===== src/rtl/array_prod.sv =====
// array_prod: sequential fixed-point dot product of two ARRAY_SZ-element
// vectors in signed Q(QN).(QM). One multiply-accumulate per clock into a
// full-precision accumulator, then one arithmetic shift by QM and a
// saturation to BITWIDTH bits when the result is registered.
// A new computation starts only when reset is released.
module array_prod #(
  parameter int ARRAY_SZ = 8,
  parameter int QN       = 6,
  parameter int QM       = 11
) (
  input  logic                                clock,
  input  logic                                reset,
  input  logic [(QN+QM+1)*ARRAY_SZ-1:0]       weights,
  input  logic [(QN+QM+1)*ARRAY_SZ-1:0]       inputVec,
  output logic                                dataReady,
  output logic [QN+QM:0]                      result
);

  localparam int BITWIDTH = QN + QM + 1;
  localparam int IDX_W    = $clog2(ARRAY_SZ);
  localparam int PROD_W   = 2 * BITWIDTH;
  // log2(ARRAY_SZ) guard bits: a sum of ARRAY_SZ full-precision products
  // can never overflow the accumulator.
  localparam int ACC_W    = PROD_W + IDX_W;
  localparam int UPPER_W  = ACC_W - BITWIDTH + 1;

  // The extra index MSB marks "all elements summed" (ARRAY_SZ is a power of two).
  localparam logic [IDX_W:0] IDX_ONE = {{IDX_W{1'b0}}, 1'b1};

  localparam logic [BITWIDTH-1:0] SAT_MAX = {1'b0, {(BITWIDTH-1){1'b1}}};
  localparam logic [BITWIDTH-1:0] SAT_MIN = {1'b1, {(BITWIDTH-1){1'b0}}};

  typedef enum logic [1:0] {
    IDLE  = 2'd0,
    ACCUM = 2'd1,
    DONE  = 2'd2
  } state_t;

  state_t                     state;
  state_t                     state_next;
  logic [IDX_W:0]             index;
  logic [IDX_W:0]             index_next;
  logic signed [ACC_W-1:0]    acc;
  logic signed [ACC_W-1:0]    acc_next;
  logic [BITWIDTH-1:0]        result_next;
  logic                       ready_next;

  logic signed [BITWIDTH-1:0] w_elem;
  logic signed [BITWIDTH-1:0] x_elem;
  logic signed [PROD_W-1:0]   product;
  logic signed [ACC_W-1:0]    scaled;
  logic [UPPER_W-1:0]         scaled_upper;
  logic [BITWIDTH-1:0]        saturated;

  // Select the currently indexed element pair and form the full-precision product.
  always_comb begin
    w_elem  = weights[index[IDX_W-1:0]*BITWIDTH +: BITWIDTH];
    x_elem  = inputVec[index[IDX_W-1:0]*BITWIDTH +: BITWIDTH];
    product = PROD_W'(w_elem) * PROD_W'(x_elem);
  end

  // Scale the finished sum once (floor shift, no rounding) and clamp to BITWIDTH.
  always_comb begin
    scaled       = acc >>> QM;
    scaled_upper = scaled[ACC_W-1:BITWIDTH-1];
    if ((&scaled_upper) || (~|scaled_upper)) begin
      saturated = scaled[BITWIDTH-1:0];
    end else if (scaled[ACC_W-1]) begin
      saturated = SAT_MIN;
    end else begin
      saturated = SAT_MAX;
    end
  end

  // Next-state and datapath control. IDLE is only ever occupied while reset
  // is low, so the first edge after release already sums element 0; that is
  // what gives ARRAY_SZ accumulate edges plus one output edge.
  always_comb begin
    state_next  = state;
    index_next  = index;
    acc_next    = acc;
    result_next = result;
    ready_next  = dataReady;
    case (state)
      IDLE, ACCUM: begin
        if (index[IDX_W]) begin
          state_next  = DONE;
          result_next = saturated;
          ready_next  = 1'b1;
        end else begin
          state_next = ACCUM;
          acc_next   = acc + ACC_W'(product);
          index_next = index + IDX_ONE;
        end
      end
      DONE: begin
        state_next = DONE;
      end
      default: begin
        state_next = IDLE;
      end
    endcase
  end

  // State register; reset low forces IDLE regardless of the clock.
  always_ff @(posedge clock or negedge reset) begin
    if (!reset) begin
      state <= IDLE;
    end else begin
      state <= state_next;
    end
  end

  // Datapath registers; result stays 0 until the completed sum is registered.
  always_ff @(posedge clock or negedge reset) begin
    if (!reset) begin
      index     <= '0;
      acc       <= '0;
      result    <= '0;
      dataReady <= 1'b0;
    end else begin
      index     <= index_next;
      acc       <= acc_next;
      result    <= result_next;
      dataReady <= ready_next;
    end
  end

endmodule


===== config.mk =====
export PLATFORM = sky130hd
export DESIGN_NAME = array_prod
export DESIGN_NICKNAME = d
export VERILOG_FILES = /design/src/rtl/array_prod.sv
export SDC_FILE = /design/constraint.sdc
export NUM_CORES = 1
export LEC_CHECK = 0
export ABC_AREA = 1
export CAP_MARGIN = 15
export CORE_UTILIZATION = 61
export CTS_BUF_LIST = sky130_fd_sc_hd__clkbuf_16
export DETAILED_ROUTE_END_ITERATION = 7
export PLACE_DENSITY = 0.89
export SLEW_MARGIN = 25
export SYNTH_ARGS = -nofsm -noshare
export SYNTH_HDL_FRONTEND = slang
export SYNTH_SLANG_ARGS = --single-unit

===== constraint.sdc =====
create_clock -name clock -period 19.6 [get_ports clock]
set_input_delay 3.92 -clock clock [delete_from_list [all_inputs] [get_ports clock]]
set_output_delay 3.92 -clock clock [all_outputs]
set_load 0.05 [all_outputs]

Word-level counts from Yosys, hierarchy flattened
Index checks and enable logic that the tools add are counted.
Storage, ports and cells
  bits of input ports: 290
  logic and storage cells: 28
  output and inout bits: 19
  bits in registers: 64
Cells by class
  reductions and logical operators: 8
  shift-type cells: 2
  bitwise gates (word level): 1
  multiplexer cells: 5
  eq/ne operators: 2
  $add $sub $neg: 2
  $mul: 2
Operators by type and width (number)
  $shiftx 144x9->18: 2
  $add 39x36->39: 1
  $mul 18x18->36: 1
  $mux 18: 2
  $reduce_and 11->1: 1
  $reduce_or 11->1: 1
  $mul 3x4->7 const B: 1
  $add 4x1->4 const B: 1
  $mux 4: 1
  $pmux 2 s2: 1
  $reduce_and 2->1: 2
  $eq 2x1->1 const B: 1
  $eq 2x2->1 const B: 1
  $logic_not 2->1: 1
  $mux 2: 1
  $reduce_or 2->1: 1
  $logic_not 1->1: 1
  $logic_or 1x1->1: 1
  $not 1->1: 1

Logic depth before layout (Yosys ltp)
Gate-level depths: netlist (run 1).
  depth in word-level cells: 4
  depth in mapped cells: 36
  gate-level depth less buffers: 32

Least setup slack after synthesis (run 1)
OpenSTA, ideal clock, no wires.
  path type: input to register
  start point: input weights[125]
  end point: register acc[38]
  path buffers: 0
  setup slack: 9.687 ns
  arrival time: 9.796 ns
  stages on the path: 25
  library setup time: 0.118 ns
  path through: o21ai_0 > o22ai_1 > inv_1 > o21ai_4 > inv_1 > nor2_1 > fa_1 > fa_1 > fa_1 > fa_1 > fa_1 > inv_1 > fa_1 > inv_1 > ha_1 > ha_1 > nand2_1 > nor2_1 > nand2_1 > nor2_1 > nand3_1 > nand3_1 > nand2_1 > nand3_1 > nand2_1
On the way
  cells in the longest elaborated chain, start to end: 3
RTL lines
  start, declared: RTL line 13  | input logic [(QN+QM+1)*ARRAY_SZ-1:0] weights,
  $shiftx 144x9->18: RTL line 57  | w_elem = weights[index[IDX_W-1:0]*BITWIDTH +: BITWIDTH];
  $mul 18x18->36: RTL line 59  | product = PROD_W'(w_elem) * PROD_W'(x_elem);
  $add 39x36->39: RTL line 92  | acc_next = acc + ACC_W'(product);
  end signal, assigned: RTL line 123  | acc <= acc_next;
  end, declared: RTL line 43  | logic signed [ACC_W-1:0] acc;
Every way passes these cells.
A chain may end at the register's enable or synchronous reset.

Final worst setup path (run 1)
  start point: input inputVec[99]
  end point: register acc[34]
On the way
  cells in the longest elaborated chain, start to end: 3
RTL lines
  start, declared: RTL line 14  | input logic [(QN+QM+1)*ARRAY_SZ-1:0] inputVec,
  $shiftx 144x9->18: RTL line 58  | x_elem = inputVec[index[IDX_W-1:0]*BITWIDTH +: BITWIDTH];
  $mul 18x18->36: RTL line 59
  $add 39x36->39: RTL line 92
Every way passes these cells.

==> results of run 1 <==
-- critical path, cell delays in order --
cell             delay [ps]
clkdlybuf4s50_1         460
o21ai_0                 240
o22ai_1                 210
inv_1                    70
o21ai_2                 660
nand2_1                 330
fa_1                    630
inv_1                   130
fa_1                    740
inv_1                   140
fa_1                    480
fa_1                    520
inv_1                    50
fa_1                    470
inv_1                    50
fa_1                    480
inv_1                    60
ha_1                    280
ha_1                    360
a21oi_1                 290
nand2_1                 140
o21bai_1                170
a21oi_1                 210
nand3_1                 110
nand3_1                  90
nand2_1                  60
-- state kept, by name, indices dropped and copies added, names as in the netlist --
signal / cells
acc: 39
result: 18
index: 4
state: 2
dataReady: 1
-- per-layer routing --
layer | global-route usage | up-vias
li1 | - | 8140
met1 | 0.534 | 8809
met2 | 0.656 | 935
met3 | 0.0849 | 158
met4 | 0.166 | 0
met5 | 0 | -
-- metrics by stage --
stage	hold slack (ps)	utilization
after floorplan	400	-
after global placement	404	0.729
after detailed placement	405	0.729
after CTS	411	0.739
after global routing	427	0.739
final	406	0.739
-- cell families after synthesis --
logic type	synth area share
fa+ha+maj	0.469
xor+xnor	0.00814
compound gates	0.105
flops	0.0827
buf+inv	0.140
simple gates	0.195
-- worst max-delay path by stage --
stage / start / slack, ps / cells after the start / to
6_report: inputVec[99] / 8470 / 26 / acc[34]$_DFFE_PN0P_
5_1_grt: weights[125] / 8060 / 28 / acc[37]$_DFFE_PN0P_
4_1_cts: weights[125] / 8310 / 26 / acc[28]$_DFFE_PN0P_
3_5_place_dp: weights[125] / 7980 / 26 / acc[28]$_DFFE_PN0P_
3_3_place_gp: weights[125] / 8070 / 26 / acc[28]$_DFFE_PN0P_
2_1_floorplan: weights[125] / 9690 / 25 / acc[38]$_DFFE_PN0P_
-- cell type report --
class                           instances  area [sq um]  share of cell area
Antenna cell                            4          10.0            0.000438
Clock buffer                            9           225             0.00986
Clock inverter                          6          85.1             0.00372
Inverter                              573          2160              0.0945
Multi-Input combinational cell       1818         15100               0.660
Sequential cell                        64          1610              0.0703
Tap cell                              396           495              0.0217
Timing Repair Buffer                  324          3200               0.140
-- synth_stat cells, types with 3 or more instances --
| master | count |
|---|---|
| o22ai_1 | 71 |
| nor3_1 | 7 |
| clkbuf_1 | 20 |
| fa_1 | 380 |
| o21ai_1 | 17 |
| xnor2_1 | 16 |
| o21bai_1 | 6 |
| nand3b_1 | 9 |
| ha_1 | 119 |
| buf_4 | 18 |
| a21oi_1 | 50 |
| o21ai_2 | 17 |
| nor4_1 | 3 |
| o21ai_0 | 162 |
| buf_2 | 43 |
| nor2_1 | 382 |
| o21ai_4 | 12 |
| inv_2 | 25 |
| nand4_1 | 10 |
| nor2_2 | 10 |
| buf_6 | 10 |
| nand3_1 | 53 |
| dfrtp_1 | 64 |
| nand2_1 | 484 |
| inv_1 | 546 |
==> metrics.csv, run 1 <==
metric,value,unit
final instance area,0.0229,sq mm
cells after synthesis,2549,
Synth Net Count,3338,
status,"finished, final reports clean",
Netlist Area Pre-Place,0.0194,sq mm
IO Pins,309,
Slew Limit Fails,0,
dpl ws,7980,ps
Final Hold Viols,0,
Filler cells,2420,
max_cap viols,0,
Core Area,0.0309,sq mm
Worst R2R Setup Slack,10340,ps
Netlist cell types,35,
relative slew slack,0.392,
worst skew pair latency,350,ps
worst r2r src,index[0]$_DFFE_PN0P_,
CP required,19830,ps
clk slew on worst S/H paths,60,ps
DPL Wire Length,53800,um
number of global-route vias before repair,18809,
die area,0.0325,sq mm
share of cells above drive strength 1,0.0383,
FP Rows,64,
CTS root buffer,clkbuf_16,
routed len/inst,19.8,um
final setup violation count,0,
Non-Filler Instances,3194,
Startpoint Class,input pin,
HP Start,state[0]$_DFF_PN0_,
yosys warns,0,
"Avg Cell Area, Syn",7.60,sq um
Post-synth EDFFs,0,
Hold Crit Endpoint,state[1]$_DFF_PN0_,
Via Count,18042,
synthesized flop and latch total,64,
Iteration-0 DRC Markers,1626,
Worst-Margin Slew,902,ps
Area Growth Syn to Fin,17.9,%
"commonest cells after routing, fill and taps aside","inv_1 (546), nand2_1 (484), nor2_1 (381)",
worst r2r dst,acc[34]$_DFFE_PN0P_,
initial core utilization,0.627,
Num CTS Buffers,9,
Post-route DRC,0,
dominant cell type by area after synthesis,fa_1,
Yosys top cell area share,0.393,
post-DR vias/cell,5.65,
minimum clock period,11130,ps
cts hold-fix bufs,0,
pin count of the biggest net entering global routing,94,
"most common cell after layout, fill and taps aside",inv_1,
Post-DRT Antenna Nets,0,
type of the worst min-delay path,flip-flop to flip-flop,
Worst Hold Path Cells,1,
CP Class,input pin to flip-flop,
setup TNS,0,ps
CTS sink count,64,
global-route wire length before repair,102000,um
post-synthesis sequential area ratio,0.0827,
die width,180,um
final net count,3579,
DP Area,0.0225,sq mm
r2r worst-path depth,27,
setup repair bufs after CTS,0,
Tcrit/Tclk final,0.568,
top_reg_cell synth,dfrtp_1,
antenna violations before repair,3,
GRT Total Usage,0.405,
CTS tree,yes,
ranking of synthesized cells by area,"fa_1 (39%), inv_1 (11%), nand2_1 (9.4%), dfrtp_1 (8.3%), ha_1 (7.7%)",
RSZ-0062 raised after global routing,false,
routability cong.,1.03,
first drt pass iteration count,6,
WL met2,29400,um
cts repair resizes,0,
Setup WS post-layout,8470,ps
H-tree depth,3,
grt ovf,0,
Port Buffers,308,
CP endpoint kind,flip-flop,
DRT met1 WL,24700,um
Max Fanout on Critical Path,16,
Die Y-Extent,180,um
Setup Skew,10.3,ps
Top Metal Used,met4,
met3 wire length,6220,um
"Arr. time, crit path",11350,ps
fmax,89.9,MHz
Detailed Route WL,63200,um
async set-reset flop share out of synthesis,1.00,
Placed Cells,3175,
clock buffer depth,2,
Power of run 1 is not shown: default switching activity piles up to over one toggle a cycle in this logic, so the estimate is an artifact.
==> run 2: changes to the inputs <==
Settings changed: CORE_UTILIZATION 61 to 57, PLACE_DENSITY 0.89 to 0.84.
Clock period 19.6 ns to 11.5 ns, I/O delays scaled along.
==> run 2 against run 1 <==
  * Register-to-register slack worse by 7700 ps
  * Critical path depth unchanged
  * Sequential share of layout area about the same
  * Global-route usage down 1.4 points
  * First-iteration DRC count down 15%
  * Clock skew up 5.9 ps
  * Utilization down 5.5 points
  * Worst hold slack better by 26 ps
  * Final cell count up 1.7%
  * Wire length up 3.7%
==> metrics.csv, run 2 (synthesis gave the netlist of run 1 again) <==
metric,value,unit,change
grt ovf,0,,unchanged
Largest register FFs,39,,unchanged
Die Y-Extent,186,um,was 180 um
share of cells above drive strength 1,0.0397,,was 0.0383
cts hold-fix bufs,0,,unchanged
routed len/inst,20.2,um,was 19.8 um
antenna violations before repair,2,,was 3
Via Count,17951,,"was 18,042"
fmax,104,MHz,
cts repair resizes,0,,unchanged
CP Class,input pin to flip-flop,,unchanged
final net count,3583,,"was 3,579"
Worst Hold Path Cells,1,,unchanged
Num CTS Buffers,9,,unchanged
Final Hold Viols,0,,unchanged
post-DR vias/cell,5.53,,was 5.65
"commonest cells after routing, fill and taps aside","inv_1 (546), nand2_1 (484), nor2_1 (381)",,unchanged
first drt pass iteration count,6,,unchanged
RSZ-0062 raised after global routing,false,,unchanged
biggest regs,"acc: 39 flops, result: 18 flops, index: 4 flops",,unchanged
pin count of the biggest net entering global routing,104,,was 94
minimum clock period,9640,ps,
Max Fanout on Critical Path,16,,unchanged
Port Buffers,308,,unchanged
r2r worst-path depth,26,,was 27
routability cong.,1.05,,was 1.03
type of the worst min-delay path,flip-flop to flip-flop,,unchanged
CP endpoint kind,flip-flop,,unchanged
H-tree depth,3,,unchanged
CTS tree,yes,,unchanged
"Arr. time, crit path",9870,ps,"was 11,350 ps"
die area,0.0347,sq mm,was 0.0325 sq mm
IO Pins,309,,unchanged
initial core utilization,0.579,,was 0.627
Filler cells,2757,,"was 2,420"
final setup violation count,0,,unchanged
"most common cell after layout, fill and taps aside",inv_1,,unchanged
setup TNS,0,ps,unchanged
number of global-route vias before repair,18983,,"was 18,809"
Core Area,0.0334,sq mm,was 0.0309 sq mm
status,"finished, final reports clean",,unchanged
max_cap viols,0,,unchanged
CP required,11740,ps,"was 19,830 ps"
die width,186,um,was 180 um
clock buffer depth,2,,unchanged
setup repair bufs after CTS,0,,unchanged
FP Rows,67,,was 64
Area Growth Syn to Fin,18.2,%,was 17.9%
CTS root buffer,clkbuf_16,,unchanged
GRT Total Usage,0.391,,was 0.405
Top reg by flops,acc,,unchanged
clk slew on worst S/H paths,70,ps,was 60 ps
DPL Wire Length,54800,um,"was 53,800 um"
global-route wire length before repair,105000,um,"was 102,000 um"
Startpoint Class,input pin,,unchanged
Slew Limit Fails,0,,unchanged
relative slew slack,0.345,,was 0.392
Post-route DRC,0,,unchanged
Worst-Margin Slew,983,ps,was 902 ps
Detailed Route WL,65500,um,"was 63,200 um"
CTS sink count,64,,unchanged
Setup Skew,16.2,ps,was 10.3 ps
Iteration-0 DRC Markers,1390,,"was 1,626"
Post-DRT Antenna Nets,0,,unchanged
Tcrit/Tclk final,0.838,,
worst skew pair latency,360,ps,was 350 ps
==> run 2: cell count changes in the layout (fill, tap and decap cells not counted) <==
cell       previous run  this run
buf_4                16        20
bufinv_16             2         0
diode_2               4         2
clkinv_1              0         1
clkinv_2              3         2
clkinv_4              0         1
inv_4                 3         4
inv_6                 0         1
==> run 2: per-stage QoR <==
stage,instances,util,instance area [sq um],hold slack (ps),setup slack (ps)
global route,3249,0.685,22900,436,1430
global placement,3231,0.676,22600,406,1500
detailed placement,3231,0.676,22600,425,1340
finish,3249,0.685,22900,432,1860
floorplan,2549,-,19400,400,3210
CTS,3247,0.685,22900,434,1630
==> run 2: metal layers <==
metal,global-route usage,part of all wire,up-vias
li1,-,-,8144
met1,0.508,0.39,8722
met2,0.635,0.47,913
met3,0.0927,0.096,172
met4,0.150,0.044,0
met5,0,0,-
==> run 2: worst paths after layout <==
path / startpoint / slack, ps / endpoint
worst min-delay path: state[0]$_DFF_PN0_ / 430 / state[1]$_DFF_PN0_
worst min register to register: state[0]$_DFF_PN0_ / 430 / state[1]$_DFF_PN0_
worst max-delay path: weights[125] / 1860 / acc[28]$_DFFE_PN0P_
worst max register to register: index[0]$_DFFE_PN0P_ / 2680 / acc[28]$_DFFE_PN0P_
max in group asynchronous: reset / 8640 / index[0]$_DFFE_PN0P_
min in group asynchronous: reset / 2160 / acc[9]$_DFFE_PN0P_
==> run 2: cell type report <==
class	count	area [sq um]	area share
Timing Repair Buffer	328	3230	0.141
Antenna cell	2	5.00	0.000219
Clock buffer	9	225	0.00983
Inverter	573	2160	0.0943
Tap cell	448	561	0.0245
Multi-Input combinational cell	1818	15100	0.658
Clock inverter	7	46.3	0.00202
Sequential cell	64	1610	0.0701
==> run 2: critical path: stages <==
cell and delay [ps]:
clkdlybuf4s50_1 450, o21ai_0 70, o22ai_1 390, inv_1 210, o21ai_4 410, inv_1 170
nor2_1 340, fa_1 590, fa_2 950, fa_1 540, fa_1 500, fa_1 550
inv_1 50, fa_1 500, inv_1 50, ha_1 270, ha_1 360, nand2_1 170
nor2_1 240, nand2_1 140, inv_1 120, nand3_1 110, nand3_1 150, nand2_1 110
nand3_1 80, nand2_1 60
Power of run 2 is left out for the same reason.
